### src/rtl/rvv_mask_pkg.sv
// Shared types and helpers for the RVV mask-reduction engines.
package rvv_mask_pkg;

  // Mask reduction opcode carried on i_op.
  typedef enum logic [0:0] {
    MASK_VCPOP  = 1'b0,
    MASK_VFIRST = 1'b1
  } mask_op_e;

  // Sequencer state.
  typedef enum logic [1:0] {
    IDLE = 2'd0,
    BUSY = 2'd1,
    DONE = 2'd2
  } mask_state_e;

  // vfirst.m result when no active bit is set (-1).
  localparam logic [63:0] VFIRST_NONE = '1;

  // Widest slice the lowest-set-bit finder supports; narrower slices are zero-extended.
  localparam int unsigned LSB_MAX_W = 256;

  // Index of the lowest set bit of v; returns 0 when v is zero.
  function automatic int unsigned lsb_index(input logic [LSB_MAX_W-1:0] v);
    int unsigned idx;
    logic        seen;
    idx  = 0;
    seen = 1'b0;
    for (int unsigned i = 0; i < LSB_MAX_W; i++) begin
      if (v[i] && !seen) begin
        idx  = i;
        seen = 1'b1;
      end
    end
    return idx;
  endfunction

endpackage

### src/rtl/tt_popcnt.sv
// Combinational population count of a WIDTH-bit vector.
module tt_popcnt #(
  parameter  int unsigned WIDTH = 64,
  localparam int unsigned OUT_W = $clog2(WIDTH) + 1
) (
  input  logic [WIDTH-1:0] data,
  output logic [OUT_W-1:0] count
);

  // Sum of all set bits; synthesis balances this into an adder tree.
  always_comb begin
    count = '0;
    for (int unsigned i = 0; i < WIDTH; i++) begin
      count = count + OUT_W'(data[i]);
    end
  end

endmodule

### src/rtl/tt_mask_cnt_seq.sv
// Sequential vcpop.m / vfirst.m engine: walks a VLEN-bit mask CHUNK bits per cycle.
module tt_mask_cnt_seq
  import rvv_mask_pkg::*;
#(
  parameter int unsigned VLEN  = 256,
  parameter int unsigned CHUNK = 64,
  parameter int unsigned XLEN  = 64,
  parameter int unsigned CNT_W = $clog2(VLEN) + 1
) (
  input  logic             i_clk,
  input  logic             i_reset,
  input  logic             i_req_valid,
  output logic             o_req_ready,
  input  logic             i_op,
  input  logic             i_vm,
  input  logic [CNT_W-1:0] i_vl,
  input  logic [VLEN-1:0]  i_src,
  input  logic [VLEN-1:0]  i_mask,
  output logic             o_rsp_valid,
  input  logic             i_rsp_ready,
  output logic [XLEN-1:0]  o_rsp_data
);

  localparam int unsigned NSLICE   = VLEN / CHUNK;
  localparam int unsigned IDX_W    = (NSLICE > 1) ? $clog2(NSLICE) : 1;
  localparam int unsigned CHUNK_LG = $clog2(CHUNK);
  localparam int unsigned PC_W     = $clog2(CHUNK) + 1;

  mask_state_e      state_q, state_d;
  logic [VLEN-1:0]  eff_q;
  mask_op_e         op_q;
  logic [IDX_W-1:0] idx_q, last_q;
  logic [CNT_W-1:0] acc_q, first_q;
  logic             found_q;
  logic [XLEN-1:0]  rsp_q;

  logic             accept;
  mask_op_e         op_in;
  logic [CNT_W-1:0] vl_c;
  logic [VLEN-1:0]  tail;
  logic [VLEN-1:0]  eff_in;
  logic [IDX_W-1:0] last_in;
  logic [XLEN-1:0]  empty_rsp;
  logic [CHUNK-1:0] slice;
  logic [PC_W-1:0]  pc;
  logic [CNT_W-1:0] acc_nxt;
  logic [CNT_W-1:0] first_nxt;
  logic             hit;
  logic             busy_done;
  logic [XLEN-1:0]  busy_rsp;

  // Request-side decode: clamp vl, build the effective mask and the last slice index.
  always_comb begin
    accept  = i_req_valid && (state_q == IDLE);
    op_in   = mask_op_e'(i_op);
    vl_c    = (i_vl > CNT_W'(VLEN)) ? CNT_W'(VLEN) : i_vl;
    for (int unsigned k = 0; k < VLEN; k++) begin
      tail[k] = (CNT_W'(k) < vl_c);
    end
    eff_in    = i_src & (i_vm ? {VLEN{1'b1}} : i_mask) & tail;
    last_in   = IDX_W'((vl_c - CNT_W'(1)) >> CHUNK_LG);
    empty_rsp = (op_in == MASK_VFIRST) ? XLEN'(VFIRST_NONE) : '0;
  end

  // The low CHUNK bits of the shifting mask are always the current slice.
  assign slice = eff_q[CHUNK-1:0];

  tt_popcnt #(
    .WIDTH(CHUNK)
  ) u_popcnt (
    .data (slice),
    .count(pc)
  );

  // Per-slice accumulation, first-hit detection and result formation.
  always_comb begin
    acc_nxt   = acc_q + CNT_W'(pc);
    hit       = (op_q == MASK_VFIRST) && !found_q && (slice != '0);
    first_nxt = (CNT_W'(idx_q) << CHUNK_LG) | CNT_W'(lsb_index(LSB_MAX_W'(slice)));
    busy_done = (idx_q == last_q) || hit;
    if (op_q == MASK_VCPOP) begin
      busy_rsp = XLEN'(acc_nxt);
    end else if (hit) begin
      busy_rsp = XLEN'(first_nxt);
    end else if (found_q) begin
      busy_rsp = XLEN'(first_q);
    end else begin
      busy_rsp = XLEN'(VFIRST_NONE);
    end
  end

  // State register.
  always_ff @(posedge i_clk or posedge i_reset) begin
    if (i_reset) begin
      state_q <= IDLE;
    end else begin
      state_q <= state_d;
    end
  end

  // Next-state logic.
  always_comb begin
    state_d = state_q;
    case (state_q)
      IDLE: begin
        if (accept) begin
          state_d = (vl_c == '0) ? DONE : BUSY;
        end
      end
      BUSY: begin
        if (busy_done) begin
          state_d = DONE;
        end
      end
      DONE: begin
        if (i_rsp_ready) begin
          state_d = IDLE;
        end
      end
      default: state_d = IDLE;
    endcase
  end

  // Outputs decoded from the state register and the held result.
  always_comb begin
    o_req_ready = (state_q == IDLE);
    o_rsp_valid = (state_q == DONE);
    o_rsp_data  = rsp_q;
  end

  // Datapath: capture on accept, walk slices in BUSY, hold result through DONE.
  always_ff @(posedge i_clk or posedge i_reset) begin
    if (i_reset) begin
      eff_q   <= '0;
      op_q    <= MASK_VCPOP;
      idx_q   <= '0;
      last_q  <= '0;
      acc_q   <= '0;
      first_q <= '0;
      found_q <= 1'b0;
      rsp_q   <= '0;
    end else begin
      case (state_q)
        IDLE: begin
          if (accept) begin
            eff_q   <= eff_in;
            op_q    <= op_in;
            last_q  <= last_in;
            idx_q   <= '0;
            acc_q   <= '0;
            first_q <= '0;
            found_q <= 1'b0;
            if (vl_c == '0) begin
              rsp_q <= empty_rsp;
            end
          end
        end
        BUSY: begin
          eff_q <= eff_q >> CHUNK;
          idx_q <= idx_q + IDX_W'(1);
          acc_q <= acc_nxt;
          if (hit) begin
            found_q <= 1'b1;
            first_q <= first_nxt;
          end
          if (busy_done) begin
            rsp_q <= busy_rsp;
          end
        end
        default: ;
      endcase
    end
  end

endmodule

### config.mk
export PLATFORM = sky130hd
export DESIGN_NAME = tt_mask_cnt_seq
export DESIGN_NICKNAME = d
export VERILOG_FILES = /design/src/rtl/rvv_mask_pkg.sv /design/src/rtl/tt_popcnt.sv /design/src/rtl/tt_mask_cnt_seq.sv
export SDC_FILE = /design/constraint.sdc
export NUM_CORES = 1
export LEC_CHECK = 0
export BUFFER_PORTS_ARGS = -buffer_cell sky130_fd_sc_hd__buf_2
export CORE_AREA = 2 2 228 230
export DETAILED_ROUTE_END_ITERATION = 10
export DIE_AREA = 0 0 230 232
export SYNTH_ARGS = -nofsm -noshare
export SYNTH_HDL_FRONTEND = slang
export SYNTH_SLANG_ARGS = --single-unit
### constraint.sdc
create_clock -name i_clk -period 18.86 [get_ports i_clk]
set_input_delay 3.772 -clock i_clk [delete_from_list [all_inputs] [get_ports i_clk]]
set_output_delay 3.772 -clock i_clk [all_outputs]
set_load 0.05 [all_outputs]
==> qor.csv, run 1 <==
stage,metric,value,unit
layout,layout-drive-gt1-share,26.8,%
logic_synthesis,synthMostInstantiatedCell,sky130_fd_sc_hd__o21ai_0,
layout,fillerInstances,5100,
die,design.die.area,0.0534,sq mm
clock_tree,cts.repair.resized,0,
logic_synthesis,postSynth.topFlopCell,sky130_fd_sc_hd__dfrtp_1,
routing,wl_per_cell,28.5,um
logic_synthesis,synth_edf_count,0,
logic_synthesis,synth.lib_cells_used.distinct,69,
global_route,vias_in_the_first_global_route,19600,
placement,io_buffer_count,592,
sta,timing_worst_slew_pin_value,1.43,ns
job,drv.max_cap_violation_count,0,
die,die_height,232,um
placement,place_congestion,0.972,
routing,detail_route.vias_per_cell,6.14,
die,io_pins,593,
worst_setup_path,cp_data_required_time,19.24,ns
worst_setup_path,critical_path.n_buffers_inverters,3,
placement,place_hpwl,72500,um
clock_tree,tritoncts_num_sinks,291,
logic_synthesis,syn-mean-instance-area,8.58,sq um
worst_setup_path,timing_worst_setup_path_type,register to register,
clock_tree,postCtsSetupBuffers,0,
logic_synthesis,synth_seq_cells,291,
logic_synthesis,commonest_cells_in_the_netlist,"sky130_fd_sc_hd__o21ai_0 (340), sky130_fd_sc_hd__dfrtp_1 (291), sky130_fd_sc_hd__nor2_1 (201)",
global_route,global_route.overflow_total,0,
worst_setup_path,timing.critical_path.mode_cell,sky130_fd_sc_hd__fa_1,
routing,via_count,20500,
routing,initialDrtViolationCount,2747,
worst_setup_path,crit_fanout,4,
clock_tree,h-tree-depth,2,
routing,totalWireLength,95100,um
global_route,global_route.usage.total,34.7,%
routing,drt_drc,0,
clock_tree,cts_tree,done,
logic_synthesis,synth_top_cells_by_area,"sky130_fd_sc_hd__dfrtp_1 (39%), sky130_fd_sc_hd__o21ai_0 (9.1%), sky130_fd_sc_hd__fa_1 (5.9%)",
routing,ant_nets,0,
sta,hold_viol_final,0,
clock_tree,postCtsHoldBufs,0,
die,die_w,230,um
logic_synthesis,synth_sequential_area_ratio,39.0,%
sta,max-slew-margin-rel,3.51,%
global_route,antenna_found_initial,2,
clock_tree,tritoncts.num_buffers,35,
worst_setup_path,arrival,7.91,ns
logic_synthesis,syn-instance-count,2175,
worst_setup_path,worst_setup_end_kind,register,
sta,grt_setup_unrepaired,no,
sta,timing.fmax,0.133,GHz
logic_synthesis,synth_top_cell_by_area,sky130_fd_sc_hd__dfrtp_1,
global_route,global_route_wire_length_before_repair,136000,um
logic_synthesis,synth_area,0.0187,sq mm
clock_tree,cts_max_path_buffers,3,
worst_setup_path,path_delay_family,adder cells,
logic_synthesis,syn_nets,2783,
run_status,outcome,finished clean,
clock_tree,clkLatencyLatePin,0.56,ns
sta,post-route-period-util,39.9,%
global_route,grt_max_degree,181,
logic_synthesis,synth_largest_type_area_fraction,39.0,%
sta,post-route-min-period,7.53,ns
logic_synthesis,synth_async_sr_flop_share,100,%
clock_tree,clk_pin_slew,0.06,ns
worst_hold_path,min_path_type,register to register,
sta,report.final.setup_viol,0,
layout,area_growth,23.1,%
worst_setup_path,worstSetupStartpointType,register,
sta,timing.clock.skew,0.0247,ns
worst_setup_path,critical-path-max-stage-delay,0.60,ns
logic_synthesis,yosys_warnings,0,
layout,num-nets-final,3236,
worst_setup_path,cpMaxStageDelayCell,sky130_fd_sc_hd__fa_1,
sta,timing.setup.tns,0,ns
sta,finalMaxSlewViolations,0,
die,coreArea,0.0509,sq mm
die,initial_utilization,36.7,%
clock_tree,cts.root.buffer_cell,sky130_fd_sc_hd__clkbuf_16,
routing,drt_first_pass_iters,6,
die,placementRows,83,
==> metal layers <==
layer  track usage [%]  routed length, um  share of wire (%)  vias to the layer above
met5                 0                  0                  0                        -
met4              14.3               4020                4.2                        0
met3              6.72               9140                9.6                      189
met2              52.3              42000                 44                     1296
met1              48.9              40000                 42                    10100
li1                  -                  -                  -                     8908
==> cell usage in the layout (no fill, tap or decap), types with 52 or more instances in the layout <==
cell type,instances
sky130_fd_sc_hd__nor3_1,55
sky130_fd_sc_hd__buf_2,591
sky130_fd_sc_hd__a22oi_1,62
sky130_fd_sc_hd__a221o_1,52
sky130_fd_sc_hd__a21oi_1,132
sky130_fd_sc_hd__fa_1,55
sky130_fd_sc_hd__o21ai_0,340
sky130_fd_sc_hd__o221ai_1,76
sky130_fd_sc_hd__nand2_1,167
sky130_fd_sc_hd__nor2_1,195
sky130_fd_sc_hd__o211ai_1,63
sky130_fd_sc_hd__dfrtp_1,291
sky130_fd_sc_hd__inv_1,105
sky130_fd_sc_hd__o22ai_1,66
==> per-stage QoR <==
step | instance area (sq um) | util [%] | setup slack, ns | instances | hold slack [ns]
6_report | 23000 | 45.2 | 11.33 | 3337 | 0.477
5_1_grt | 23000 | 45.2 | 10.91 | 3336 | 0.484
4_1_cts | 23000 | 45.1 | 11.31 | 3334 | 0.473
3_5_place_dp | 21800 | 42.9 | 11.33 | 3271 | 0.460
3_3_place_gp | 21800 | 42.9 | 11.43 | 3271 | 0.454
2_1_floorplan | 18700 | - | 7.05 | 2175 | 0.440
==> layout make-up <==
class,instances,area (sq um),area share [%]
Multi-Input combinational cell,1571,10100,43.8
Tap cell,680,851,3.70
Antenna cell,3,7.51,0.0327
Timing Repair Buffer,623,3220,14.0
Sequential cell,291,7280,31.7
Inverter,106,405,1.76
Clock buffer,53,1040,4.54
Clock inverter,10,119,0.517
==> kinds of logic after synthesis <==
family,Yosys count,share of synthesized area [%]
adders and majority gates,81,7.64
and+or+nand+nor,568,13.9
xor gates and xnor gates,14,0.657
buffers and inverters,313,7.46
DFF,291,39.0
muxes,3,0.161
AOI/OAI and AO/OA,905,31.2
==> worst min-delay path, cell delays in order (launching register included) <==
cell	delay, ns
sky130_fd_sc_hd__dfrtp_1	0.34
sky130_fd_sc_hd__nand2_1	0.05
sky130_fd_sc_hd__nand2_1	0.05
==> registers in the layout (all words and copies together), names as in the netlist <==
name and cells:
eff_q 256, o_rsp_data 10, acc_q 9, first_q 8
idx_q 2, last_q 2, state_q 2, found_q 1
op_q 1
==> path summary, 6_finish.rpt <==
path                                              to  depth (start not counted)  slack [ns]              startpoint
max reg2reg                o_rsp_data[7]$_DFFE_PP0P_                         25       11.33    eff_q[1]$_DFFE_PP0P_
max                        o_rsp_data[7]$_DFFE_PP0P_                         25       11.33    eff_q[1]$_DFFE_PP0P_
min reg2reg                   eff_q[199]$_DFFE_PP0P_                          2        0.48  eff_q[199]$_DFFE_PP0P_
max in group asynchronous     eff_q[235]$_DFFE_PP0P_                          3       14.01                 i_reset
min                           eff_q[199]$_DFFE_PP0P_                          2        0.48  eff_q[199]$_DFFE_PP0P_
min in group asynchronous      eff_q[56]$_DFFE_PP0P_                          2        3.28                 i_reset
Power of run 1 is not shown: default switching activity piles up to over one toggle a cycle in this logic, so the estimate is an artifact.
==> inputs of run 2 (changes only) <==
Settings changed: CORE_AREA 2 2 228 230 to 2 2 230 232, DIE_AREA 0 0 230 232 to 0 0 232 234.
Clock period 18.86 ns to 7.22 ns, I/O delays scaled along.
==> run 2 against run 1 <==
Effect of this change: cell count increased by 1.5%; worst setup slack got worse by 11 ns; flip-flop and latch count unchanged; first-iteration DRC count decreased by 7.1%; hold slack got worse by 0.0058 ns.
==> qor.csv, run 2 (synthesis gave the netlist of run 1 again) <==
stage,metric,value,unit,change
run_status,outcome,finished clean,,unchanged
layout,layout.area.seq,0.00728,sq mm,unchanged
placement,place_hpwl,74100,um,was 72500 um
clock_tree,clkLatencyLatePin,0.58,ns,was 0.56 ns
routing,ant_nets,0,,unchanged
sta,hold_viol_final,0,,unchanged
sta,timing.final.ws_setup,0.104,ns,was 11.33 ns
clock_tree,cts_max_path_buffers,3,,unchanged
die,die_w,232,um,was 230 um
placement,place_congestion,0.977,,was 0.972
layout,largest_register_ff_count,256,,unchanged
die,io_pins,593,,unchanged
job,drv.max_cap_violation_count,0,,unchanged
sta,report.final.setup_viol,0,,unchanged
clock_tree,tritoncts_num_sinks,291,,unchanged
worst_setup_path,cp_data_required_time,7.62,ns,was 19.24 ns
routing,wl_per_cell,28.6,um,was 28.5 um
sta,timing_worst_slew_pin_value,1.29,ns,was 1.43 ns
clock_tree,postCtsHoldBufs,0,,unchanged
layout,finalInstanceArea,0.0234,sq mm,was 0.0230 sq mm
sta,timing.fmax,0.141,GHz,was 0.133 GHz
worst_setup_path,worstSetupStartpointType,register,,unchanged
sta,max-slew-margin-rel,13.5,%,was 3.51%
layout,fillerInstances,5152,,was 5100
worst_setup_path,crit_fanout,2,,was 4
routing,totalWireLength,96800,um,was 95100 um
sta,timing.clock.skew,0.0210,ns,was 0.0247 ns
global_route,vias_in_the_first_global_route,19400,,was 19600
sta,finalMaxSlewViolations,0,,unchanged
routing,detail_route.vias_per_cell,6.09,,was 6.14
worst_setup_path,arrival,7.51,ns,was 7.91 ns
layout,most-common-layout-cells,"sky130_fd_sc_hd__buf_2 (591), sky130_fd_sc_hd__o21ai_0 (336), sky130_fd_sc_hd__dfrtp_1 (291)",,"was sky130_fd_sc_hd__buf_2 (591), sky130_fd_sc_hd__o21ai_0 (340), sky130_fd_sc_hd__dfrtp_1 (291)"
worst_setup_path,worst_setup_end_kind,register,,unchanged
layout,num-nets-final,3281,,was 3236
global_route,global_route.overflow_total,0,,unchanged
worst_setup_path,timing_worst_setup_path_type,register to register,,unchanged
clock_tree,h-tree-depth,2,,unchanged
placement,pre_cts_ws,-0.141,ns,was 11.33 ns
routing,via_count,20600,,was 20500
routing,drt_first_pass_iters,5,,was 6
global_route,global_route.usage.total,34.9,%,was 34.7%
layout,max_flop_register,eff_q,,unchanged
routing,initialDrtViolationCount,2551,,was 2747
sta,post-route-min-period,7.12,ns,was 7.53 ns
clock_tree,cts_tree,done,,unchanged
routing,drt_drc,0,,unchanged
clock_tree,cts.root.buffer_cell,sky130_fd_sc_hd__clkbuf_16,,unchanged
layout,area_growth,25.5,%,was 23.1%
sta,grt_setup_unrepaired,yes,,was no
layout,finish.utilization,45.0,%,was 45.2%
placement,detailed_place.area,0.0222,sq mm,was 0.0218 sq mm
die,placementRows,84,,was 83
worst_hold_path,min_path_type,register to register,,unchanged
clock_tree,tritoncts.num_buffers,36,,was 35
layout,layout-drive-gt1-share,28.9,%,was 26.8%
sta,post-route-period-util,98.6,%,was 39.9%
die,coreArea,0.0520,sq mm,was 0.0509 sq mm
die,die_height,234,um,was 232 um
layout,leading_cell_type_in_the_layout_fill_and_taps_excluded,sky130_fd_sc_hd__buf_2,,unchanged
placement,io_buffer_count,592,,unchanged
global_route,global_route_wire_length_before_repair,136000,um,about the same
layout,multi_input_area,0.0101,sq mm,about the same
die,initial_utilization,35.9,%,was 36.7%
die,design.die.area,0.0543,sq mm,was 0.0534 sq mm
global_route,antenna_found_initial,5,,was 2
clock_tree,clk_pin_slew,0.05,ns,was 0.06 ns
global_route,grt_max_degree,179,,was 181
## run 2: through the flow
step | hold slack [ns] | std cells | TNS (ns)
after CTS | 0.471 | 3385 | 0
after floorplan | 0.440 | 2175 | 0
after detailed placement | 0.459 | 3321 | -0.426
after global routing | 0.501 | 3388 | -0.346
after global placement | 0.451 | 3321 | -0.213
final | 0.472 | 3388 | 0
## run 2: final timing paths
check	start	to	slack (ns)	depth (start not counted)
max in group asynchronous	i_reset	eff_q[109]$_DFFE_PP0P_	4.73	3
worst max register to register	eff_q[0]$_DFFE_PP0P_	o_rsp_data[7]$_DFFE_PP0P_	0.10	23
worst max-delay path	eff_q[0]$_DFFE_PP0P_	o_rsp_data[7]$_DFFE_PP0P_	0.10	23
min in group asynchronous	i_reset	eff_q[105]$_DFFE_PP0P_	1.10	2
worst min register to register	eff_q[199]$_DFFE_PP0P_	eff_q[199]$_DFFE_PP0P_	0.47	2
worst min-delay path	eff_q[199]$_DFFE_PP0P_	eff_q[199]$_DFFE_PP0P_	0.47	2
## run 2: critical path, stage by stage, from the launching register on
cell                      delay (ns)
sky130_fd_sc_hd__dfrtp_1        0.36
sky130_fd_sc_hd__inv_2          0.06
sky130_fd_sc_hd__ha_4           0.25
sky130_fd_sc_hd__inv_2          0.03
sky130_fd_sc_hd__fa_1           0.47
sky130_fd_sc_hd__fa_1           0.53
sky130_fd_sc_hd__fa_1           0.46
sky130_fd_sc_hd__fa_2           0.57
sky130_fd_sc_hd__fa_1           0.44
sky130_fd_sc_hd__fa_1           0.54
sky130_fd_sc_hd__fa_1           0.43
sky130_fd_sc_hd__fa_1           0.46
sky130_fd_sc_hd__fa_2           0.38
sky130_fd_sc_hd__fa_2           0.56
sky130_fd_sc_hd__inv_1          0.04
sky130_fd_sc_hd__ha_1           0.26
sky130_fd_sc_hd__a21o_1         0.17
sky130_fd_sc_hd__a21oi_2        0.17
sky130_fd_sc_hd__o21ai_2        0.10
sky130_fd_sc_hd__o21ai_2        0.15
sky130_fd_sc_hd__xor2_1         0.19
sky130_fd_sc_hd__nor3_1         0.07
sky130_fd_sc_hd__a31oi_1        0.16
sky130_fd_sc_hd__a31oi_1        0.10
## run 2: what timing repair did
action / 4_1_cts / 5_1_grt
setup endpoints to repair: 5 / 9
buffers inserted: 0 / 3
gates resized for setup: 5 / 24
pin swaps: 3 / 18
## run 2: final cells by class
type	count	share of cell area [%]
timing repair buffer	667	15.2
multi-input combinational	1571	43.3
tap	688	3.67
antenna	1	0.0107
sequential	291	31.1
clock buffer	54	4.61
inverter	106	1.71
clock inverter	10	0.363
## run 2: layer usage
| layer | global-route usage (%) | wire length, um | up-vias |
|---|---|---|---|
| li1 | - | - | 9001 |
| met1 | 47.9 | 40200 | 10200 |
| met2 | 54.2 | 43800 | 1243 |
| met3 | 7.02 | 8960 | 183 |
| met4 | 13.5 | 3920 | 6 |
| met5 | 0 | 40 | - |
Power of run 2 is left out for the same reason.
